==> src/rtl/uart_frame_rx.sv <==
// rtl/uart_frame_rx.sv - UART byte receiver with fixed-length multi-channel frame parser.
// Define UART_FRAME_RX_CHK_EN to add a checksum byte between payload and trailer.
module uart_frame_rx #(
  parameter int         CLK_HZ        = 50_000_000,
  parameter int         BAUD          = 115200,
  parameter int         NCH           = 2,
  parameter int         PAYLOAD_BYTES = 4,
  parameter logic [7:0] HDR_BASE      = 8'hAA,
  parameter int         TIMEOUT_BITS  = 32
) (
  input  logic                            clk,
  input  logic                            rst_n,
  input  logic                            uart_rx,
  output logic [7:0]                      rx_byte,
  output logic                            rx_byte_valid,
  output logic [NCH*8*PAYLOAD_BYTES-1:0]  data,
  output logic [NCH-1:0]                  data_valid,
  output logic                            frame_err
);

  localparam int DIV    = CLK_HZ / BAUD;
  localparam int W      = 8 * PAYLOAD_BYTES;
  localparam int CW     = $clog2(DIV);
  localparam int TO_CYC = TIMEOUT_BITS * DIV;
  localparam int TW     = $clog2(TO_CYC + 1);

  localparam logic [CW-1:0] HALF_M1  = CW'(DIV / 2 - 1);
  localparam logic [CW-1:0] FULL_M1  = CW'(DIV - 1);
  localparam logic [TW-1:0] TO_M1    = TW'(TO_CYC - 1);
  localparam logic [2:0]    LAST_PAY = 3'(PAYLOAD_BYTES - 1);

  function automatic logic [7:0] hdr_of(input logic [2:0] c);
    return HDR_BASE + 8'h22 * {5'd0, c};
  endfunction

  // sync[1] is the synchronised line, sync[2] its previous value for edge detection
  logic [2:0] sync;
  logic       rx_line;
  logic       fall;

  always_ff @(posedge clk or negedge rst_n) begin
    if (!rst_n) sync <= 3'b111;
    else        sync <= {sync[1:0], uart_rx};
  end

  assign rx_line = sync[1];
  assign fall    = !sync[1] && sync[2];

  typedef enum logic [2:0] {R_IDLE, R_START, R_DATA, R_STOP, R_WAIT} rx_state_t;

  rx_state_t   rstate;
  logic [CW-1:0] bit_cnt;
  logic [2:0]  bit_idx;
  logic [7:0]  shreg;
  logic        byte_err;

  always_ff @(posedge clk or negedge rst_n) begin
    if (!rst_n) begin
      rstate        <= R_IDLE;
      bit_cnt       <= '0;
      bit_idx       <= '0;
      shreg         <= '0;
      rx_byte       <= '0;
      rx_byte_valid <= 1'b0;
      byte_err      <= 1'b0;
    end else begin
      rx_byte_valid <= 1'b0;
      byte_err      <= 1'b0;
      case (rstate)
        R_IDLE: begin
          if (fall) begin
            rstate  <= R_START;
            bit_cnt <= '0;
          end
        end
        R_START: begin
          // A line already back high at mid start bit is treated as a glitch
          if (bit_cnt == HALF_M1) begin
            bit_cnt <= '0;
            bit_idx <= '0;
            rstate  <= rx_line ? R_IDLE : R_DATA;
          end else begin
            bit_cnt <= bit_cnt + 1'b1;
          end
        end
        R_DATA: begin
          if (bit_cnt == FULL_M1) begin
            bit_cnt <= '0;
            shreg   <= {rx_line, shreg[7:1]};
            bit_idx <= bit_idx + 1'b1;
            if (bit_idx == 3'd7) rstate <= R_STOP;
          end else begin
            bit_cnt <= bit_cnt + 1'b1;
          end
        end
        R_STOP: begin
          if (bit_cnt == FULL_M1) begin
            bit_cnt <= '0;
            if (rx_line) begin
              rx_byte       <= shreg;
              rx_byte_valid <= 1'b1;
              rstate        <= R_IDLE;
            end else begin
              byte_err <= 1'b1;
              rstate   <= R_WAIT;
            end
          end else begin
            bit_cnt <= bit_cnt + 1'b1;
          end
        end
        R_WAIT: begin
          if (rx_line) rstate <= R_IDLE;
        end
        default: rstate <= R_IDLE;
      endcase
    end
  end

`ifdef UART_FRAME_RX_CHK_EN
  typedef enum logic [1:0] {P_IDLE, P_PAY, P_CHK, P_TRL} p_state_t;
  logic [7:0] sum;
`else
  typedef enum logic [1:0] {P_IDLE, P_PAY, P_TRL} p_state_t;
`endif

  p_state_t      pstate;
  logic [2:0]    ch;
  logic [2:0]    cnt;
  logic [W-1:0]  pay_sr;
  logic [TW-1:0] to_cnt;
  logic          hdr_hit;
  logic [2:0]    hdr_ch;
  logic [7:0]    trl_byte;

  always_comb begin
    hdr_hit = 1'b0;
    hdr_ch  = '0;
    for (int k = 0; k < NCH; k++) begin
      if (rx_byte == hdr_of(3'(k))) begin
        hdr_hit = 1'b1;
        hdr_ch  = 3'(k);
      end
    end
  end

  assign trl_byte = hdr_of(ch) + 8'h11;

  always_ff @(posedge clk or negedge rst_n) begin
    if (!rst_n) begin
      pstate     <= P_IDLE;
      ch         <= '0;
      cnt        <= '0;
      pay_sr     <= '0;
      to_cnt     <= '0;
      data       <= '0;
      data_valid <= '0;
      frame_err  <= 1'b0;
`ifdef UART_FRAME_RX_CHK_EN
      sum        <= '0;
`endif
    end else begin
      data_valid <= '0;
      // A broken byte aborts any frame in progress; one error pulse covers both
      frame_err  <= byte_err;
      if (byte_err) pstate <= P_IDLE;

      if (pstate == P_IDLE || rx_byte_valid) begin
        to_cnt <= '0;
      end else if (to_cnt == TO_M1) begin
        to_cnt    <= '0;
        pstate    <= P_IDLE;
        frame_err <= 1'b1;
      end else begin
        to_cnt <= to_cnt + 1'b1;
      end

      if (rx_byte_valid) begin
        case (pstate)
          P_IDLE: begin
            if (hdr_hit) begin
              ch     <= hdr_ch;
              pay_sr <= '0;
              cnt    <= '0;
              pstate <= P_PAY;
`ifdef UART_FRAME_RX_CHK_EN
              sum    <= rx_byte;
`endif
            end
          end
          P_PAY: begin
            pay_sr <= W'({pay_sr, rx_byte});
`ifdef UART_FRAME_RX_CHK_EN
            sum    <= sum + rx_byte;
`endif
            if (cnt == LAST_PAY) begin
`ifdef UART_FRAME_RX_CHK_EN
              pstate <= P_CHK;
`else
              pstate <= P_TRL;
`endif
            end else begin
              cnt <= cnt + 1'b1;
            end
          end
`ifdef UART_FRAME_RX_CHK_EN
          P_CHK: begin
            if (rx_byte == sum) begin
              pstate <= P_TRL;
            end else begin
              frame_err <= 1'b1;
              pstate    <= P_IDLE;
            end
          end
`endif
          P_TRL: begin
            if (rx_byte == trl_byte) begin
              for (int k = 0; k < NCH; k++) begin
                if (ch == 3'(k)) begin
                  data[k*W +: W] <= pay_sr;
                  data_valid[k]  <= 1'b1;
                end
              end
            end else begin
              frame_err <= 1'b1;
            end
            pstate <= P_IDLE;
          end
          default: pstate <= P_IDLE;
        endcase
      end
    end
  end

endmodule

==> config.mk <==
export PLATFORM = sky130hd
export DESIGN_NAME = uart_frame_rx
export DESIGN_NICKNAME = d
export VERILOG_FILES = /design/src/rtl/uart_frame_rx.sv
export SDC_FILE = /design/constraint.sdc
export NUM_CORES = 1
export LEC_CHECK = 0
export ABC_AREA = 1
export CELL_PAD_IN_SITES_DETAIL_PLACEMENT = 1
export CELL_PAD_IN_SITES_GLOBAL_PLACEMENT = 2
export CORE_UTILIZATION = 34
export DETAILED_ROUTE_END_ITERATION = 6
export PLACE_DENSITY_LB_ADDON = 0.1
export SLEW_MARGIN = 20
export SYNTH_ARGS = -nofsm -noshare
export SYNTH_HDL_FRONTEND = slang
export SYNTH_SLANG_ARGS = --single-unit
==> constraint.sdc <==
create_clock -name clk -period 2.1 [get_ports clk]
set_input_delay 0.63 -clock clk [delete_from_list [all_inputs] [get_ports clk]]
set_output_delay 0.63 -clock clk [all_outputs]
set_load 0.02 [all_outputs]
# After elaboration in Yosys (flattened, before gate mapping)
# Cells that the tools add are included.
# W data, S select, Z words.
[word_totals] ff_bits=157 out_inout_bits=76
[classes] n_addsub=6 mul=1 eq_ne=23 muxes=49 reduce_logical=20
[op_table] cell="$pmux W32 S2" count=1
[op_table] cell="$mux W3" count=11
[op_table] cell="$mux W32" count=1
[op_table] cell="$mux W14" count=2
[op_table] cell="$mux W9" count=3
[op_table] cell="$pmux W9 S3" count=1
[op_table] cell="$mux W2" count=10
[op_table] cell="$eq A8 B8 Y1 const B" count=2
[op_table] cell="$mux W1" count=16
[op_table] cell="$ne A2 B2 Y1 const B" count=8
[op_table] cell="$pmux W3 S5" count=1
[op_table] cell="$add A14 B1 Y14 const B" count=1
[op_table] cell="$eq A14 B14 Y1 const B" count=1
[op_table] cell="$pmux W3 S2" count=2
[op_table] cell="$reduce_and A3 Y1" count=4
[op_table] cell="$reduce_and A4 Y1" count=3
[op_table] cell="$add A9 B1 Y9 const B" count=1
[op_table] cell="$eq A3 B2 Y1 const B" count=3
[op_table] cell="$eq A9 B8 Y1 const B" count=1
[op_table] cell="$eq A9 B9 Y1 const B" count=1
[op_table] cell="$add A8 B5 Y8 const B" count=1
[op_table] cell="$add A8 B8 Y8 const A" count=1
[op_table] cell="$eq A8 B8 Y1" count=1
[op_table] cell="$mul A5 B3 Y7 const A" count=1
[op_table] cell="other kinds (16)" count=22

# Depth between registers and ports, before layout
[depth] depth_word=7 mapped_depth=9 depth_no_buf=9

# Worst setup path after synthesis
# Ideal clock, no wire load.
[synth_timing] kind="reg-to-reg" from="reg bit_cnt[1]" to="reg bit_cnt[2]" setup_ns=0.120 arrival_ns=1.340 t_required_ns=1.980 setup_slack_ns=0.640 path_stages_with_launch=10 path_buffers=0 period_less_slack_ns=1.460 path_cell_list="dfrtp_1 inv_1 ha_1 nand2_1 nor3_1 nand2_1 nand2_1 nand2_1 nor2_1 nor2_1"
[synth_via] elab_chain_cells=3
[synth_lines] element="start: declaration" line_no="52" source="logic [CW-1:0] bit_cnt;"
[synth_lines] element="start signal: assignment" line_no="83" source="bit_cnt <= bit_cnt + 1'b1;"
[synth_lines] element="start signal: assignment" line_no="93" source="bit_cnt <= bit_cnt + 1'b1;"
[synth_lines] element="start signal: assignment" line_no="108" source="bit_cnt <= bit_cnt + 1'b1;"
[synth_lines] element="$add A9 B1 Y9, or another cell as far along" line_no="83, 93, 108"
[synth_lines] element="$mux W9, on equally long branches" line_no="87, 97, 78"
[synth_lines] element="$pmux W9 S3 (*)" line_no="69" source="case (rstate)"
# Every way passes the cells marked *; elsewhere a longest branch is shown, timed or not.
# A chain may end at the register's enable or synchronous reset.

# Worst setup path after layout
[layout_timing] from="reg data[34]" to="out data[34]"
[layout_lines] element="start: declaration" line_no="16" source="output logic [NCH*8*PAYLOAD_BYTES-1:0] data,"
[layout_lines] element="start signal: indexed assignment" line_no="219" source="data[k*W +: W] <= pay_sr;"
# No word-level cell between the ends.

==> reports/metrics.cfg <==
[logic_synthesis]
yosys.cell_types.count=28
synthMuxAreaShare_pct=0
avgSynthCellArea_um2=8.442
synth_top_family_by_area=simple AND/OR/NAND/NOR gates
synthCells=826
synth_xor_xnor_area_share_pct=0.8792
ys_seq_area_share_pct=55.68
synth_compound_area_share_pct=2.907
synth-seq-cells=155
yosysWarnings=0
synthAdderAreaFrac_pct=1.435
synthSimpleGateAreaFrac_pct=32.05
synthesis.area_um2=6973
syn_nets=837

[detailed_routing]
drc=0
drtPass1Iterations=4
vias=5841
vias_per_cell=4.937
ant_nets=0
wire_per_inst_um=16.39
totalWireLength_um=19380
drtIter0Drc=239

[sta]
final_hold_viol_count=0
finClkSkew_ns=0.008148
fin_crit_sh_pct=97.78
relSlewSlack_pct=60.90
worstMarginPinSlew_ns=0.5826
clock.fmax_ghz=0.4870
rsz0062_at_grt=no
whs_ns=0.1445
tns_ns=0
setup_viol_count_final=0
post-route-min-period_ns=2.053
maxSlewViolCount=0

[global_routing]
grt_pass1_wl_um=32780
first_global_vias=6234
grt_usage_pct=19.52
grt_max_degree=66
antenna_found_initial=0
grt_remaining_overflow=0

[critical_path]
crit_arrival_ns=1.42
rr_worst_depth=9
cp-start-kind=flop
worstSetupPathType=reg2out
max_stage_delay_ns=0.62
setup.worst_path.start=data[34]
cp.buffers_inverters=1
crit_cells=1
critPathCaptureType=output port
cp_cell_sequence=clkdlybuf4s50_1
cp_max_fo=2
cp.required_ns=1.47
cpMaxStageDelayCell=clkdlybuf4s50_1
crit_family=buffers and inverters
r2r-start=bit_cnt[1]

[placed_design]
place_hpwl_um=13260
io_buffers=78
place.gp.congestion=0.8034

[run_status]
status=complete, no violations

[floorplan]
initial_core_util_pct=34.57
ioPinCount=79
dieArea_um2=21090
fp.dieW_um=145.2
coreArea_um2=20170
die_h_um=145.2
rows=52

[layout]
area_growth_syn_to_layout_pct=23.43
final_cell_mix=309 x nand2_1, 152 x dfrtp_1, 77 x nand4_1, 67 x clkdlybuf4s50_1, 63 x inv_1
finalCoreUtilization_pct=42.67
final_common_cell=nand2_1
final_layout_size_suffix_gt1_share_pct=7.119
antennaDiodeCount=0
nets=911

[pwr]
p_leak_uw=0.004403
p_total_uw=6718
cellPowerDensity_nw_per_um2=780.6
peakVddDrop_mv=0.4684

[cts]
clock_sinks=155
post-cts-setup-buffers=0
clk-insertion-delay-late_ns=0.42
root_buffer=clkbuf_16
cts_tree=yes
cts_made_buffers=17
clk_path_buf_depth=2
clk_pin_slew_ns=0.06
holdBufCountCts=0
h-tree-depth=4

[run]
maxCapViolCount=0

[worst_hold_path]
hold_class=in2async

-- cells in the mapped netlist --
master	n	share of area, %
inv_1	63	3.4
nand2_1	309	17
dfstp_2	3	1.1
o21ai_0	24	1.7
xor2_1	5	0.63
nor4_1	1	0.090
o211ai_1	2	0.22
nand3_1	62	4.5
nand4_1	77	6.9
inv_2	4	0.22
a31oi_1	2	0.18
buf_2	18	1.3
o21ai_1	3	0.22
dfrtp_1	152	55
nor3_1	8	0.57
xnor2_1	2	0.25
buf_4	8	0.86
ha_1	8	1.4
nand3_2	2	0.29
a21oi_1	8	0.57
nor2_2	2	0.18
nor2_4	2	0.32
nor2_1	45	2.4
or2_2	1	0.090
clkbuf_1	8	0.43
nand2_2	1	0.090
buf_1	1	0.054
buf_6	5	0.81
-- logic make-up (layout without fill, tap and decap cells) --
family | count (synthesis) | after routing
AO/OA/AOI/OAI | 39 | 39
XOR/XNOR | 7 | 7
adder cells (fa/ha/maj) | 8 | 8
buffers and inverters | 107 | 194
flip-flops | 155 | 155
AND/OR/NAND/NOR | 510 | 510
-- per-layer routing --
metal / GRT usage [%] / vias up / routed length, um
li1: - / 2836 / -
met1: 24.81 / 2911 / 8890
met2: 33.82 / 77 / 9771
met3: 3.491 / 17 / 481
met4: 5.632 / 0 / 239
met5: 0 / - / 0
-- power by group --
part	switching, uW	leakage [uW]	internal, uW	total [uW]
Clock	1240	0.000279	1810	3050
Combinational	392	0.00198	147	539
Sequential	78.2	0.00215	3050	3130
Total	1710	0.00440	5000	6720
-- registers in the layout (all words and copies together) (netlist names), 2 cells and up --
signal      cells
to_cnt         14
cnt             3
sync            3
shreg           8
pay_sr         32
rstate          3
rx_byte         8
data_valid      2
bit_cnt         9
pstate          2
bit_idx         3
data           64
-- path summary, 6_finish.rpt --
| kind | to | slack (ns) |
|---|---|---|
| setup / recovery | data[34] | 0.05 |
| hold / removal | data_valid[1] | 0.14 |
| setup reg to reg | bit_cnt[2] | 0.30 |
| hold reg to reg | sync[1] | 0.35 |
| max in group asynchronous | bit_cnt[2] | 1.26 |
| min in group clk | sync[1] | 0.35 |
-- final cells by class --
| class | instances | area [um2] |
|---|---|---|
| clock inverters | 11 | 120.1 |
| fillers | 2390 | 11560 |
| multi-input cells | 564 | 2604 |
| repair buffers | 95 | 950.9 |
| clock buffers | 21 | 460.4 |
| well taps | 270 | 337.8 |
| inverters | 67 | 251.5 |
| flip-flops and latches | 155 | 3882 |
-- metrics by stage --
stage	cell area (um2)	instances	setup WS, ns
finish	8607	1183	0.04665
global route	8607	1183	0.005118
CTS	8605	1183	0.006091
detailed placement	8035	1151	0.3100
global placement	8035	1151	0.3621
floorplan	6973	826	0.6397
-- timing repair --
action | CTS | global route
resized for setup | 9 | 1
gates cloned | 0 | 0
endpoints found under the setup margin | 9 | 1
hold endpoints to repair | 0 | 0
Power figures use the tool's default switching activity.
==> edit 1 (same settings) <==
Add a define of `UART_FRAME_RX_CHK_EN`.
--- a/src/rtl/uart_frame_rx.sv
+++ b/src/rtl/uart_frame_rx.sv
@@ -1,4 +1,6 @@
 // rtl/uart_frame_rx.sv - UART byte receiver with fixed-length multi-channel frame parser.
 // Define UART_FRAME_RX_CHK_EN to add a checksum byte between payload and trailer.
+`define UART_FRAME_RX_CHK_EN
+
 module uart_frame_rx #(
   parameter int         CLK_HZ        = 50_000_000,
Formal check against the unedited RTL: same outputs for any inputs over 10 cycles, from zero or initial values and one cycle with rst_n low; that may be too few to reach the edited logic, so the function may still have changed.
==> edit 1 against the original RTL <==
- area after synthesis increased by 7.3%
- register-to-register slack worse by 0.14 ns
- power grew 5.5%
- design area increased by 6.9%
- wire length increased by 1.2%
- count of clock-buffer cells in the layout fell by 3
- sequential cell count grew 8
- setup slack gained 0.0091 ns
- critical endpoint is now data[8]
- largest power group unchanged
- highest routed layer unchanged
==> edit 1: results (changes against the original RTL) <==
\begin{tabular}{lr}
\hline
Metric & Value \\
\hline
\multicolumn{2}{l}{\textbf{Outcome}} \\
\quad Run status & complete, no violations \\
\multicolumn{2}{l}{\textbf{Global routing}} \\
\quad Total Routing Usage GR & 0.188 (-0.00709) \\
\quad Global routing met3 resource utilization & 0.0364 (+0.00146) \\
\quad Global-route met1 utilization & 0.235 (-0.0136) \\
\quad Global-route wire length before repair & 32900 um (+0.31\%) \\
\quad Pin count of the biggest net entering global routing & 53 (-20\%) \\
\quad Vias in the first global route & 6436 (+3.2\%) \\
\multicolumn{2}{l}{\textbf{Route}} \\
\quad Drt via density & 4.86 (-1.7\%) \\
\quad DRT Wirelength & 19600 um (+1.2\%) \\
\quad Count of routing violations after the opening detailed-route iteration & 210 (-12\%) \\
\quad Total routed wire length on the met1 layer & 9020 um (+1.4\%) \\
\quad Met2 WL & 9700 um (-0.74\%) \\
\quad Met3 routed WL & 585 um (+22\%) \\
\multicolumn{2}{l}{\textbf{Placed design}} \\
\quad Last weighted congestion value of the routability-driven placer & 0.824 (+2.5\%) \\
\quad Worst slack at placement & 0.0740 ns (-0.236 ns) \\
\quad Instance area after placement & 0.00859 mm2 (+7.0\%) \\
\quad HPWL after detailed placement & 14000 um (+5.5\%) \\
\multicolumn{2}{l}{\textbf{Setup path}} \\
\quad Terminus of the critical flop-to-flop path & sum[6] \\
\quad Worst reg-to-reg path cell count & 11 (+2) \\
\quad Critical Path Source & data[8] \\
\quad Slack of the worst reg-to-reg path & 0.16 ns (-0.14 ns) \\
\quad Endpoint of the most critical setup path & data[8] \\
\quad Reg-to-reg startpoint & rx\_byte[0] \\
\multicolumn{2}{l}{\textbf{Final layout}} \\
\quad Layout cells sized above 1 & 0.122 (+0.0505) \\
\quad Layout fillers & 2474 (+3.5\%) \\
\multicolumn{2}{l}{\textbf{Logic synthesis}} \\
\quad Syn Nets & 871 (+4.1\%) \\
\quad Most instantiated cells after synthesis & nand2\_1, dfrtp\_1, inv\_1, nor2\_1, nand3\_1 \\
\quad Seq/Total Area, Yosys & 0.546 (-0.0112) \\
\quad Top area cells in the synthesized netlist & dfrtp\_1, nand2\_1, o21ai\_2, inv\_1, nand3\_1 \\
\multicolumn{2}{l}{\textbf{Timing}} \\
\quad Slew headroom & 0.704 (+0.0946) \\
\quad Maximum clock skew at final layout & 0.0116 ns (+0.00349 ns) \\
\quad Setup ws final & 0.0558 ns (+0.00914 ns) \\
\multicolumn{2}{l}{\textbf{Clock network}} \\
\quad Number of clock buffers inserted by TritonCTS & 17 (unchanged) \\
\quad Clock-pin slew on the worst setup and hold paths & 0.07 ns \\
\multicolumn{2}{l}{\textbf{Power}} \\
\quad Cell internal pwr & 0.00518 W (+3.6\%) \\
\quad Leakage dissipation & 4.33 nW (-1.7\%) \\
\hline
\end{tabular}
[edit 1: worst min-delay path by stage]
stage	start	end	slack, ns	cells past startpoint
after floorplan	rst_n	bit_cnt[0]	0.33	0
after CTS	rst_n	data[16]	0.07	1
final	rst_n	data[16]	0.08	1
after global routing	rst_n	data[16]	0.08	1
after global placement	sync[0]	sync[1]	0.35	0
after detailed placement	sync[0]	sync[1]	0.35	0
[edit 1: logic make-up after synthesis]
group | after synthesis | share of synthesized area
and+or+nand+nor | 401 | 0.222
adders and majority gates | 16 | 0.0278
DFF | 163 | 0.546
AOI/OAI and AO/OA | 144 | 0.120
buffers and inverters | 121 | 0.0762
xor gates and xnor gates | 7 | 0.00819
[edit 1: worst register-to-register path, cell delays in order (launching register included)]
cell      delay [ns]
dfrtp_2         0.42
ha_1            0.18
inv_1           0.06
fa_1            0.42
nand3b_1        0.18
nand2_1         0.12
nand2_1         0.06
nand2_1         0.07
a21oi_1         0.05
o21ai_0         0.14
nand2_1         0.11
nand2_1         0.06
[edit 1: through the flow]
stage               instances  total power [W]   util
floorplan                 852          0.00369      -
global placement         1196          0.00391  0.404
detailed placement       1196          0.00395  0.404
CTS                      1228          0.00719  0.431
global route             1228          0.00740  0.432
finish                   1228          0.00709  0.432
[edit 1: power groups by stage]
stage	logic (W)	registers (W)	clock network, W
floorplan	0.000382	0.00330	0
global placement	0.000593	0.00331	0
detailed placement	0.000633	0.00332	0
CTS	0.000634	0.00326	0.00330
global route	0.000725	0.00327	0.00341
finish	0.000627	0.00326	0.00320
[edit 1: area by class of cell]
class / count / share of cell area
Clock buffer: 18 / 0.0466
Clock inverter: 14 / 0.0182
Inverter: 94 / 0.0389
Multi-Input combinational cell: 568 / 0.308
Sequential cell: 163 / 0.444
Tap cell: 275 / 0.0374
Timing Repair Buffer: 96 / 0.106
==> edit 2 (same flow settings) <==
Without the edit above. Encoding of `rx_state_t`: now one-hot (5 bits for 5 states).
--- a/src/rtl/uart_frame_rx.sv
+++ b/src/rtl/uart_frame_rx.sv
@@ -47,5 +47,5 @@
   assign fall    = !sync[1] && sync[2];
 
-  typedef enum logic [2:0] {R_IDLE, R_START, R_DATA, R_STOP, R_WAIT} rx_state_t;
+  typedef enum logic [4:0] {R_IDLE = 5'b00001, R_START = 5'b00010, R_DATA = 5'b00100, R_STOP = 5'b01000, R_WAIT = 5'b10000} rx_state_t;
 
   rx_state_t   rstate;
Behaviour: same outputs for any inputs over 10 cycles, from zero or initial values and one cycle with rst_n low; not proved beyond that.
==> edit 2 against the original RTL <==
- wire length grew 0.58%
- worst hold slack worse by 0.039 ns
- setup slack gained 0.0042 ns
- first-iteration DRC count is 0.42% lower
- highest routed layer unchanged
- power up 2.5%
- area after synthesis up 2.2%
- largest cell class unchanged
- sequential cell count rose by 2
- die area up 2.2%
- synthesized cell count increased by 2.5%
- maximum frequency rose by 0.21%
- design area grew 2.8%
==> edit 2: results (changes against the original RTL) <==
\begin{tabular}{lr}
\hline
Metric & Value \\
\hline
\multicolumn{2}{l}{\textbf{Timing}} \\
\quad Maximum clock skew at final layout & 0.00809 ns (-0.0000580 ns) \\
\quad Worst slew pin tran & 0.389 ns (-0.194 ns) \\
\quad Setup ws final & 0.0509 ns (+0.00423 ns) \\
\multicolumn{2}{l}{\textbf{Setup path}} \\
\quad Worst reg-to-reg path cell count & 10 (+1) \\
\quad Terminus of the critical flop-to-flop path & bit\_idx[2] \\
\quad Endpoint of the most critical setup path & data[1] \\
\quad Reg-to-reg startpoint & bit\_cnt[1] \\
\quad Family with the most delay on the worst path & buffers and inverters \\
\quad Critical path arrival & 1.42 ns (about the same) \\
\quad Slack of the worst reg-to-reg path & 0.32 ns (+0.02 ns) \\
\quad Critical Path Source & data[1] \\
\multicolumn{2}{l}{\textbf{Outcome}} \\
\quad Run status & complete, no violations \\
\multicolumn{2}{l}{\textbf{Route}} \\
\quad Total number of vias & 5980 (+2.4\%) \\
\quad Count of routing violations after the opening detailed-route iteration & 238 (-0.42\%) \\
\quad DRT Wirelength & 19500 um (+0.58\%) \\
\multicolumn{2}{l}{\textbf{Global routing}} \\
\quad Initial antenna violation count & 0 (unchanged) \\
\quad Pin count of the biggest net entering global routing & 66 (unchanged) \\
\quad Vias in the first global route & 6504 (+4.3\%) \\
\quad Total Routing Usage GR & 0.196 (+0.00100) \\
\quad Global-route wire length before repair & 33700 um (+2.7\%) \\
\multicolumn{2}{l}{\textbf{Final layout}} \\
\quad Layout cells sized above 1 & 0.0707 (-0.000530) \\
\quad Count of nets after finishing & 932 (+2.3\%) \\
\quad Layout fillers & 2373 (-0.71\%) \\
\multicolumn{2}{l}{\textbf{Placed design}} \\
\quad Last weighted congestion value of the routability-driven placer & 0.780 (-2.9\%) \\
\quad HPWL after detailed placement & 13800 um (+3.8\%) \\
\quad Number of input and output port buffers inserted & 78 (unchanged) \\
\quad Worst slack at placement & 0.330 ns (+0.0195 ns) \\
\multicolumn{2}{l}{\textbf{Logic synthesis}} \\
\quad Most instantiated cells after synthesis & nand2\_1, dfrtp\_1, nand3\_1, nand4\_1, inv\_1 \\
\quad Yosys warns & 0 (unchanged) \\
\quad Seq/Total Area, Yosys & 0.552 (-0.00483) \\
\quad Syn Nets & 858 (+2.5\%) \\
\quad Synth cell types & 29 (+3.6\%) \\
\quad Top area cells in the synthesized netlist & dfrtp\_1, nand2\_1, nand4\_1, nand3\_1, inv\_1 \\
\multicolumn{2}{l}{\textbf{Power}} \\
\quad Leakage dissipation & 4.46 nW (+1.2\%) \\
\quad Cell internal pwr & 0.00522 W (+4.3\%) \\
\quad VDD IR max & 493 uV (+5.2\%) \\
\quad Comb power frac & 0.075 (-0.005) \\
\multicolumn{2}{l}{\textbf{Clock network}} \\
\quad Maximum clock insertion buffer count & 2 (unchanged) \\
\quad Number of buffers inserted by post-CTS setup repair & 0 (unchanged) \\
\quad CTS H-tree lvls & 4 (unchanged) \\
\multicolumn{2}{l}{\textbf{Floorplanning}} \\
\quad Initial cell density of the core & 0.350 (+0.00424) \\
\hline
\end{tabular}
[edit 2: cell count changes in the layout (fill, tap and decap cells not counted), sizes merged, moves of 3 or more]
cell	delta
nand3	+14
nor2	+14
a21oi	-4
nand2	-4
nand4	-3
clkinv	-3
[edit 2: logic make-up after synthesis]
kind of cell,Yosys count,share of synthesized area
buf+inv,105,0.0660
fa+ha+maj,8,0.0140
xor+xnor,11,0.0135
simple gates,533,0.331
flops,157,0.552
compound gates,33,0.0233
[edit 2: worst min path at each step]
stage / startpoint / end / slack, ns / cells after the start
finish: rst_n / data[62] / 0.11 / 1
global placement: sync[0] / sync[1] / 0.35 / 0
floorplan: rst_n / bit_cnt[0] / 0.33 / 0
CTS: rst_n / data_valid[1] / 0.11 / 1
global route: rst_n / data[62] / 0.12 / 1
detailed placement: sync[0] / sync[1] / 0.35 / 0
[edit 2: through the flow]
step / util / cells / instance area [um2] / total power (W) / hold WS, ns
5_1_grt: 0.434 / 1204 / 8850 / 0.00720 / 0.118
6_report: 0.434 / 1204 / 8850 / 0.00689 / 0.105
2_1_floorplan: - / 847 / 7130 / 0.00347 / 0.334
4_1_cts: 0.434 / 1204 / 8840 / 0.00700 / 0.106
3_5_place_dp: 0.404 / 1172 / 8230 / 0.00371 / 0.349
3_3_place_gp: 0.404 / 1172 / 8230 / 0.00369 / 0.348
[edit 2: per-layer routing]
metal	global-route usage	wire length [um]
met2	0.336	9650
met4	0.0599	233
met1	0.254	9120
met3	0.0307	488
met5	0	0
[edit 2: worst reg2reg max path: cells and delay by family, from the launching register on]
kind                       cells  cell delay [ns]
and+or+nand+nor                8             1.02
DFF                            1             0.41
adders and majority gates      1             0.15
buffers and inverters          1             0.09
[edit 2: timing repair]
item                                    4_1_cts  5_1_grt
endpoints found under the setup margin        8        2
resized for setup                             8        2
cloned                                        0        0
[edit 2: layout make-up]
class,count,share of cell area
multi-input combinational,585,0.308
clock buffer,21,0.0532
inverter,65,0.0276
sequential,157,0.445
clock inverter,11,0.0177
timing repair buffer,95,0.111
tap,270,0.0382
[edit 2: power groups by stage]
stage	clock network (W)	logic, W	registers [W]
global placement	0	0.000512	0.00317
floorplan	0	0.000298	0.00317
finish	0.00324	0.000518	0.00312
detailed placement	0	0.000528	0.00318
global route	0.00346	0.000604	0.00313
CTS	0.00335	0.000532	0.00312
